==> config.mk <==
export PLATFORM = sky130hd
export DESIGN_NAME = seg7_scan_controller
export DESIGN_NICKNAME = d
export VERILOG_FILES = /design/src/rtl/seg7_scan_controller.sv
export SDC_FILE = /design/constraint.sdc
export NUM_CORES = 1
export LEC_CHECK = 0
export CAP_MARGIN = 20
export CORE_MARGIN = 2
export CORE_UTILIZATION = 30
export CTS_CLUSTER_SIZE = 14
export DETAILED_ROUTE_END_ITERATION = 10
export SLEW_MARGIN = 15
export SYNTH_ARGS = -nofsm -noshare
export SYNTH_HDL_FRONTEND = slang
export SYNTH_SLANG_ARGS = --single-unit
==> constraint.sdc <==
create_clock -name clk -period 7.2 [get_ports clk]
set_clock_uncertainty 0.1 [all_clocks]
set_input_delay 0.72 -clock clk [delete_from_list [all_inputs] [get_ports clk]]
set_output_delay 0.72 -clock clk [all_outputs]
set_load 0.01 [all_outputs]
==> src/rtl/seg7_scan_controller.sv <==
// Purpose : multiplexes one hex-to-7-segment decoder across NUM_DIGITS common-anode
//           digits with guard gaps, frame-boundary value loading and leading-zero blanking.
// Latency : all outputs registered; a state change appears one cycle after its cause.
// Backpressure: none; load is accepted every cycle and held in a shadow until the frame boundary.
// Ports   : clk, rst_n (async, active low), enable, load, value_in[4N], dp_in[N], lzb_en
//           -> hex_out[4], dp_out (active low), anode_n[N] (active low), pending, frame_done.
module seg7_scan_controller #(
   parameter int NUM_DIGITS   = 4,
   parameter int DIGIT_CYCLES = 50000,
   parameter int GUARD_CYCLES = 500
) (
   input  logic                    clk,
   input  logic                    rst_n,
   input  logic                    enable,
   input  logic                    load,
   input  logic [4*NUM_DIGITS-1:0] value_in,
   input  logic [NUM_DIGITS-1:0]   dp_in,
   input  logic                    lzb_en,
   output logic [3:0]              hex_out,
   output logic                    dp_out,
   output logic [NUM_DIGITS-1:0]   anode_n,
   output logic                    pending,
   output logic                    frame_done
);

   localparam int MAXC = (DIGIT_CYCLES > GUARD_CYCLES) ? DIGIT_CYCLES : GUARD_CYCLES;
   localparam int CW   = $clog2(MAXC + 1);
   localparam int IW   = $clog2(NUM_DIGITS);
   localparam int VW   = 4 * NUM_DIGITS;

   localparam logic [CW-1:0] D_LAST = CW'(DIGIT_CYCLES - 1);
   localparam logic [CW-1:0] G_LAST = CW'((GUARD_CYCLES > 0) ? GUARD_CYCLES - 1 : 0);
   localparam logic [IW-1:0] I_LAST = IW'(NUM_DIGITS - 1);

   typedef enum logic [1:0] {IDLE, GUARD, DRIVE} state_t;

   // First state of every digit slot; with no guard time a slot starts straight in DRIVE.
   localparam state_t FIRST = (GUARD_CYCLES > 0) ? GUARD : DRIVE;

   state_t                state, state_nxt;
   logic [IW-1:0]         idx, idx_nxt;
   logic [CW-1:0]         cnt, cnt_nxt;
   logic [VW-1:0]         act_val, shd_val, act_val_nxt;
   logic [NUM_DIGITS-1:0] act_dp, shd_dp, act_dp_nxt;
   logic [NUM_DIGITS-1:0] blank;
   logic [NUM_DIGITS-1:0] anode_nxt;
   logic                  apply;
   logic                  zero_run;

   // Sequencer: cnt counts cycles spent in the current state and restarts on every state change.
   always_comb begin
      state_nxt = state;
      idx_nxt   = idx;
      cnt_nxt   = cnt + 1'b1;
      apply     = 1'b0;
      if (!enable) begin
         state_nxt = IDLE;
         idx_nxt   = '0;
         cnt_nxt   = '0;
      end else begin
         case (state)
            IDLE: begin
               state_nxt = FIRST;
               idx_nxt   = '0;
               cnt_nxt   = '0;
               apply     = pending;
            end
            GUARD: begin
               if (cnt == G_LAST) begin
                  state_nxt = DRIVE;
                  cnt_nxt   = '0;
               end
            end
            DRIVE: begin
               if (cnt == D_LAST) begin
                  state_nxt = FIRST;
                  cnt_nxt   = '0;
                  if (idx == I_LAST) begin
                     idx_nxt = '0;
                     apply   = pending;   // entering digit 0 is the frame boundary
                  end else begin
                     idx_nxt = idx + 1'b1;
                  end
               end
            end
            default: begin
               state_nxt = IDLE;
               idx_nxt   = '0;
               cnt_nxt   = '0;
            end
         endcase
      end
   end

   assign act_val_nxt = apply ? shd_val : act_val;
   assign act_dp_nxt  = apply ? shd_dp  : act_dp;

   // Leading-zero run scanned from the most significant digit down; digit 0 always shows.
   always_comb begin
      blank    = '0;
      zero_run = 1'b1;
      for (int j = NUM_DIGITS - 1; j >= 0; j--) begin
         zero_run = zero_run & (act_val_nxt[4*j +: 4] == 4'h0) & ~act_dp_nxt[j];
         if (j != 0) blank[j] = lzb_en & zero_run;
      end
   end

   always_comb begin
      anode_nxt = '1;
      if (state_nxt == DRIVE && !blank[idx_nxt]) anode_nxt[idx_nxt] = 1'b0;
   end

   always_ff @(posedge clk or negedge rst_n) begin
      if (!rst_n) begin
         state      <= IDLE;
         idx        <= '0;
         cnt        <= '0;
         act_val    <= '0;
         act_dp     <= '0;
         shd_val    <= '0;
         shd_dp     <= '0;
         pending    <= 1'b0;
         frame_done <= 1'b0;
         anode_n    <= '1;
         hex_out    <= 4'h0;
         dp_out     <= 1'b1;
      end else begin
         state   <= state_nxt;
         idx     <= idx_nxt;
         cnt     <= cnt_nxt;
         act_val <= act_val_nxt;
         act_dp  <= act_dp_nxt;
         // A load coinciding with an apply wins: the apply took the old shadow,
         // the new data still waits for the next boundary.
         if (load) begin
            shd_val <= value_in;
            shd_dp  <= dp_in;
            pending <= 1'b1;
         end else if (apply) begin
            pending <= 1'b0;
         end
         frame_done <= (state_nxt == DRIVE) && (idx_nxt == I_LAST) && (cnt_nxt == D_LAST);
         anode_n    <= anode_nxt;
         if (state_nxt == IDLE) begin
            hex_out <= 4'h0;
            dp_out  <= 1'b1;
         end else begin
            // Guard cycles already present the upcoming digit so the decoder settles before the anode turns on.
            hex_out <= act_val_nxt[{idx_nxt, 2'b00} +: 4];
            dp_out  <= ~act_dp_nxt[idx_nxt];
         end
      end
   end

endmodule

==> flow_results.org, run 1 <==
** Outcome
- The run finished with clean final reports.

** Routing
- DR iter-0 viols :: 168
- Via Count :: 2577
- WL per Instance :: 15.7 µm
- Once detail routing completed, the nets flagged for antenna violations numbered 0.
- The final layout contains routed wiring with a total length of 7870 µm.
- The first detailed-routing pass took 4 iterations.
- Routed via count divided by cell count :: 5.12
- For this run, design rule violations remaining after detail routing come to 0.

** Clock network
- Inserted Clock Buffers :: 9
- # resized after CTS :: 0
- Post-cts hold buffer count :: 0
- Worst-path clk slew :: 0.06 ns
- Clock tree root driver cell :: clkbuf_16
- Counting every sink on the clock net gives 71.
- The H-tree generated during clock tree synthesis spans 3 levels.
- The clock passes through at most 2 buffers.
- Clk Latency, worst-skew pair :: 0.34 ns
- Postcts setup bufs :: 0
- Clock tree from TritonCTS :: built

** Synth
- Area share of fa/ha/maj cells after synthesis :: 2.05%
- Synthesis instantiated 62 different standard cells from the library.
- Proportion of synthesized flip-flops having asynchronous set or reset :: 100%
- The Yosys step of the flow raised 0 warnings.
- Most used flip-flop cell after synthesis :: dfrtp_1
- Post-synth design cell area :: 3660 µm²
- Counting instances in the post-synthesis netlist gives the leading cell types as dfrtp_1, mux2_2, nor2_1, inv_1, nand2_1.
- Multiplexer cells account for 13.0% of the synthesized area.
- Yosys mapped a number of flops with a built-in enable equal to 0.
- Summing the areas of all and, or, nand and nor instances in the mapped netlist gives 18.1% of the synthesized area.
- Fraction of the mapped netlist area in compound gates :: 9.92%
- Syn_nets :: 348
- The largest total area in the synthesized netlist belongs to dfrtp_1.
- Among all cell types in the netlist, the one instantiated most often is dfrtp_1.
- Synthesis inferred 71 register bits.
- Largest cells by area after synthesis :: dfrtp_1, mux2_2, dfstp_2
- XOR/XNOR share of the synthesized area :: 3.83%
- The top cell type by area accounts for 45.2% of the synthesized area.
- Combinational family with the most area after synthesis :: simple AND/OR/NAND/NOR gates
- Averaged over all synthesized cells, the footprint is 11.5 µm².
- The cell count after synthesis came out at 317.
- The share of the Yosys chip area taken by registers is 48.8%.

** Final layout
- At the end of the flow, the number of nets in the layout was 382.
- Area of combinational cells with multiple inputs :: 1710 µm²
- Fraction of layout instances using a drive strength above 1 :: 21.1%
- Filler cell count in the final layout :: 1150
- Growth of design area from synthesis to finish :: 19.2%
- 0 antenna diodes ended up in the layout.
- Area taken by flip-flops and latches :: 1780 µm²

** Floorplanning
- Io pins :: 36
- The die is 114 µm tall.
- Row generation in the floorplan step produced 40 rows.
- Die width :: 114 µm
- Once the floorplan was initialized, standard cells occupied 30.6% of the core.
- The region available for standard cell placement spans 12000 µm².
- Die footprint :: 13100 µm²

** Critical path
- The setup path with the least slack is of type in -> reg.
- STA classifies the critical path endpoint as a flop.
- Critical Path Start Type :: primary input
- The number of cells on the worst reg-to-reg path is 8.
- For the worst setup path, the data required time is 7.35 ns.
- The worst register-to-register path begins at state[0].
- In this run the critical register-to-register path is captured at anode_n[2].
- In this run the register-to-register setup slack is 4.42 ns.
- Arr. time, crit path :: 2.95 ns
- Highest net fanout along the worst path :: 25
- First element of the critical path :: enable

** Pwr
- Dividing total power by cell area gives a power density of 229 nW/µm².
- Tot Pwr :: 997 µW
- Worst IR Drop VDD :: 86.4 µV
- Summed over all cells, the static leakage comes to 1.69 nW.

** Flow run
- Max-cap violations in this run came to 0.

** Global route
- Number of antenna violations at the first check in global routing :: 0
- Overall overflow remaining after global route :: 0
- Global routing consumed, over all layers together, 13.2% of the routing resources.
- Largest net degree at the start of global routing :: 72
- The first global-routing pass estimated 13400 µm of wire.
- Vias in the first global route :: 2704

** STA
- Worst-margin pin slew :: 0.907 ns
- The tightest hold path in the finished design has a slack of 0.394 ns.
- Based on the critical path, the design can be clocked at up to 0.358 GHz.
- The count of final hold-check violations is 0.
- Period minus WS final :: 2.79 ns
- Dividing the final minimum period by the clock period gives 38.8%.
- Unrepaired setup endpoints after global routing :: no
- Total of endpoints with negative setup slack in the final report :: 0
- Relative max-transition margin :: 39.3%
- Final Max Tran Viols :: 0
- In the final timing run, aggregate negative setup slack is 0 ns.

** Worst hold path
- Along the worst hold path, the cell count comes to 1.
- Worst Min Path Start :: act_val[2]
- Worst min-delay path endpoint :: act_val[2]
- HP Class :: reg -> reg

** Placement
- During placement, the flow inserted port buffers numbering 35.
- Final RePlAce weighted congestion :: 0.850
- After legalization and detailed placement, the total HPWL measured 5610 µm.
==> final cells by class <==
class / count / area share [%]
flip-flops and latches: 71 / 40.9
inverters: 14 / 1.21
well taps: 147 / 4.22
multi-input cells: 219 / 39.3
clock buffers: 13 / 5.74
clock inverters: 3 / 0.460
repair buffers: 36 / 8.10
==> flip-flops by register name, indices dropped and copies added (netlist names) <==
signal      flops
anode_n         4
cnt            16
pending         1
idx             2
shd_dp          4
hex_out         4
dp_out          1
shd_val        16
act_dp          4
state           2
frame_done      1
act_val        16
==> through the flow <==
step	cell area (µm²)	cells	setup WS (ns)	utilization [%]
after detailed placement	4090	487	4.05	34.2
after floorplan	3660	317	4.81	-
after CTS	4360	503	4.41	36.4
after global placement	4090	487	4.11	34.2
after global routing	4360	503	4.23	36.4
final	4360	503	4.41	36.4
==> cells in the final DEF (no fill, tap or decap), drive strengths merged, types with 2 or more instances in the layout <==
master and n:
mux2i 2, ha 6, nor4 6, xor2 4, or4 6, and3 3
clkbuf 13, inv 14, nor2 28, mux2 40, xnor2 12, o32ai 2
nand2b 10, and4 2, a21oi 7, buf 2, clkdlybuf4s50 34, nor3b 3
a31oi 7, clkinvlp 2, dfstp 5, nor3 11, nand4 6, nor4bb 2
a2111o 2, a211oi 2, a21o 3, a32oi 6, nand3 13, nand2 14
o21ai 6, dfrtp 66
==> per-layer routing <==
metal / share of wire [%] / global-route usage (%) / up-vias
li1: - / - / 1214
met1: 48 / 18.0 / 1282
met2: 45 / 19.1 / 69
met3: 4.9 / 4.08 / 12
met4: 2.0 / 6.50 / 0
met5: 0 / 0 / -
==> where the power goes <==
part           leakage [nW]  total [mW]  switching (mW)  internal (mW)
registers             0.877       0.469          0.0233          0.446
clock network         0.126       0.407           0.165          0.242
logic                 0.684       0.121          0.0546         0.0664
total                  1.69       0.997           0.243          0.754
==> worst max-delay path by stage <==
stage,to,slack [ns],depth (start not counted)
floorplan,anode_n[1],4.81,9
global route,anode_n[2],4.23,8
detailed placement,anode_n[2],4.05,6
finish,anode_n[2],4.41,6
global placement,anode_n[2],4.11,6
CTS,anode_n[2],4.41,6
==> cell families (layout without fill, tap and decap cells) <==
kind of cell | after synthesis | count (layout)
buffers and inverters | 27 | 66
AND/OR/NAND/NOR | 112 | 112
AO/OA/AOI/OAI | 43 | 43
multiplexers | 42 | 42
flip-flops | 71 | 71
XOR/XNOR | 16 | 16
adder cells (fa/ha/maj) | 6 | 6
==> worst max-delay path: stages <==
cell and delay, ns:
clkdlybuf4s50_1 0.48, and3_1 0.22, a21oi_4 0.64, mux2i_1 0.31, a311oi_1 0.09, or4_1 0.48
(Power assumes the default switching activity.)
==> run 2: changes to the inputs <==
==> constraint.sdc (replaced) <==
create_clock -name clk -period 2.3 [get_ports clk]
set_clock_uncertainty 0.1 [all_clocks]
set_input_delay 0.23 -clock clk [delete_from_list [all_inputs] [get_ports clk]]
set_output_delay 0.23 -clock clk [all_outputs]
set_load 0.01 [all_outputs]
==> run 2 against run 1 <==
  * The run now ends with negative setup slack left
  * Count of clock-buffer cells in the layout shrank 3
  * Global-route usage grew 1.0 points
  * Total power grew to 3.3 times the previous value
  * Register-to-register slack lost 4.5 ns
  * Critical endpoint unchanged
  * Flip-flop and latch count is the same
==> flow_results.org, run 2 (same netlist as run 1, synthesis figures left out) <==
** Critical path
- STA classifies the critical path startpoint as a flop.
- Critical Path, Cell by Cell :: nor4_4 -> nand3_1 -> o211a_1 -> a211oi_2 -> buf_4 -> inv_1 -> or4_1
- Largest incremental delay on the critical path :: 0.52 ns (-0.12 ns)
- Required time worst endpoint :: 2.46 ns (-4.89 ns)
- The critical path is of the reg -> reg type.
- Broken down by cell family, the worst path's largest delay share belongs to simple AND/OR/NAND/NOR gates.
- The slowest stage of the critical path belongs to the cell or4_1.
- The arrival time at the worst endpoint was 2.49 ns (-0.46 ns).
- Highest net fanout along the worst path :: 4 (-84%)
- Total buffers and inverters traversed by the critical path :: 2 (+1)
- Type of element capturing the critical path :: flop

** Routing
- The DRC violation total after the first TritonRoute iteration is 83 (-51%).
- The total vias in the final route is 2830 (+9.8%).
- The per-cell via count in the routed design was 4.99 (-2.6%).
- WL per Instance :: 15.3 µm (-2.5%)
- Number of design rule violations left after detail routing :: 0 (unchanged)
- Detail Route Antenna Nets :: 0 (unchanged)
- Final wirelength :: 8660 µm (+9.9%)
- The first-pass iteration count of the detailed router was 4 (unchanged).

** Final layout
- The largest registers in the layout are act_val x16, cnt x16, shd_val x16.
- Growth of design area from synthesis to finish :: 39.0%
- The top cell types in the final layout, fill and taps aside, are dfrtp_1, buf_4, mux2_2, clkdlybuf4s50_1, nor2_1.
- Most frequent standard cell in the layout excluding fill and tap cells :: dfrtp_1
- Inserted Diodes :: 0 (unchanged)
- The net count reported at finish is 447 (+17%).
- Fraction of layout instances using a drive strength above 1 :: 39.5% (+18 points)
- The design area is 5080 µm² (+17%).

** Floorplanning
- The effective utilization at floorplan came to 30.6% (unchanged).
- The placement row count is 40 (unchanged).
- The overall die area came to 13100 µm² (unchanged).
- The chip width came to 114 µm (unchanged).
- The number of top-level pins was 36 (unchanged).
- DIE HEIGHT :: 114 µm (unchanged)
- Core area :: 12000 µm² (unchanged)

** Placement
- Final RePlAce weighted congestion :: 0.936 (+10%)
- The half-perimeter wire length of the detailed placement result came to 6180 µm (+10%).
- The placement-stage cell area was 4550 µm² (+11%).
- The count of input and output buffers came to 35 (unchanged).

** STA
- The number of max-slew violations in the final report is 0 (unchanged).
- The worst slew slack as a fraction of its limit was 71.2% (+32 points).
- The count of final hold-check violations is 0 (unchanged).
- The summed negative setup slack over all endpoints was -0.0622 ns (-0.0622 ns).
- Counting I/O delays and the setup requirement, the final critical path takes 2.33 ns.
- The transition time at the pin with the least slew margin is 0.428 ns (-0.479 ns).
- Total of endpoints with negative setup slack in the final report :: 4 (+4)
- Unrepaired setup endpoints after global routing :: yes
- The final worst setup slack was -0.0313 ns (-4.44 ns).
- FMAX :: 0.429 GHz
- Dividing the final minimum period by the clock period gives 101%.

** Clock network
- Inserted Clock Buffers :: 9 (unchanged)
- CTS placed an instance of clkbuf_16 at the clock tree root.
- Clock sink total :: 71 (unchanged)
- The clock-pin slew of the registers on the worst-case setup and hold paths was 0.06 ns (about the same).
- The clock insertion delay at the later pin of the skew report came to 0.34 ns (about the same).
- Buffers from clock root to sink, at most :: 2 (unchanged)
- TritonCTS built the clock tree.
- The number of H-tree branching levels was 3 (unchanged).

** Global route
- The via count of the first global-routing pass came to 2898 (+7.2%).
- The global-route wire length before repair was 14500 µm (+8.2%).
- Global-route usage over all layers :: 14.3% (+1.0 points)
- The remaining global-route overflow was 0 (unchanged).
- The maximum number of pins on one net before global-route repair came to 72 (unchanged).
- Number of antenna violations at the first check in global routing :: 0 (unchanged)

** Outcome
- Result of the run :: complete, but fails checks
- Violated checks :: negative setup slack

** Flow run
- The number of maximum-capacitance constraint violations was 0 (unchanged).

** Worst hold path
- HP Class :: in -> async

** Pwr
- The maximum vdd drop came to 317 µV (+270%).
- The power per standard cell area came to 653 nW/µm² (+190%).
- Static leakage :: 2.09 nW (+24%)
-- run 2: cell count changes in the layout (fill, tap and decap cells not counted), sizes merged --
cell and change:
bufinv +1, clkinv +1, clkinvlp -1, dlygate4sd3 +1, buf +64, clkbuf -3, inv +1
-- run 2: worst paths after layout --
check                           startpoint  slack [ns]    endpoint  cells past startpoint
worst max-delay path               cnt[11]       -0.03  anode_n[2]                      7
worst min-delay path                 rst_n        0.32  frame_done                      3
worst max register to register     cnt[11]       -0.03  anode_n[2]                      7
worst min register to register  act_val[0]        0.39  act_val[0]                      1
max in group asynchronous            rst_n        1.39  anode_n[0]                      3
min in group clk                act_val[0]        0.39  act_val[0]                      1
-- run 2: worst min-delay path: stages --
cell           delay, ns
dlygate4sd3_1       0.52
buf_2               0.12
buf_12              0.30
-- run 2: power by group --
part | switching [mW] | internal, mW
Combinational | 0.193 | 0.260
Clock | 0.534 | 0.862
Sequential | 0.0736 | 1.40
Total | 0.801 | 2.52
-- run 2: stage by stage --
step / setup slack [ns] / std cells / hold WS, ns / total power [mW] / utilization (%)
5_1_grt: -0.134 / 567 / 0.396 / 3.45 / 42.5
3_3_place_gp: -0.147 / 544 / 0.182 / 1.89 / 38.0
2_1_floorplan: 0.0109 / 317 / -0.166 / 1.71 / -
3_5_place_dp: -0.159 / 544 / 0.184 / 1.90 / 38.0
6_report: -0.0313 / 567 / 0.320 / 3.32 / 42.5
4_1_cts: -0.0389 / 563 / 0.362 / 3.34 / 41.4
-- run 2: per-layer routing --
metal / vias to the layer above / wire (µm) / track usage [%]
met5: - / 0 / 0
met4: 0 / 186 / 7.07
met3: 15 / 299 / 3.18
met2: 47 / 4010 / 21.4
met1: 1419 / 4160 / 19.4
li1: 1349 / - / -
-- run 2: layout make-up --
type | count | area, µm²
flip-flops and latches | 71 | 1780
repair buffers | 101 | 891
fillers | 1099 | 6880
clock inverters | 5 | 56.3
multi-input cells | 219 | 1880
clock buffers | 10 | 239
well taps | 147 | 184
inverters | 14 | 52.6
-- run 2: timing repair --
action / 4_1_cts / 5_1_grt
gates resized for setup: 17 / 18
pin swaps: 7 / 8
endpoints found under the setup margin: 10 / 9
hold endpoints to repair: 66 / 0
setup buffers: 2 / 4
gates cloned: 1 / 0
hold buffers: 1 / 0
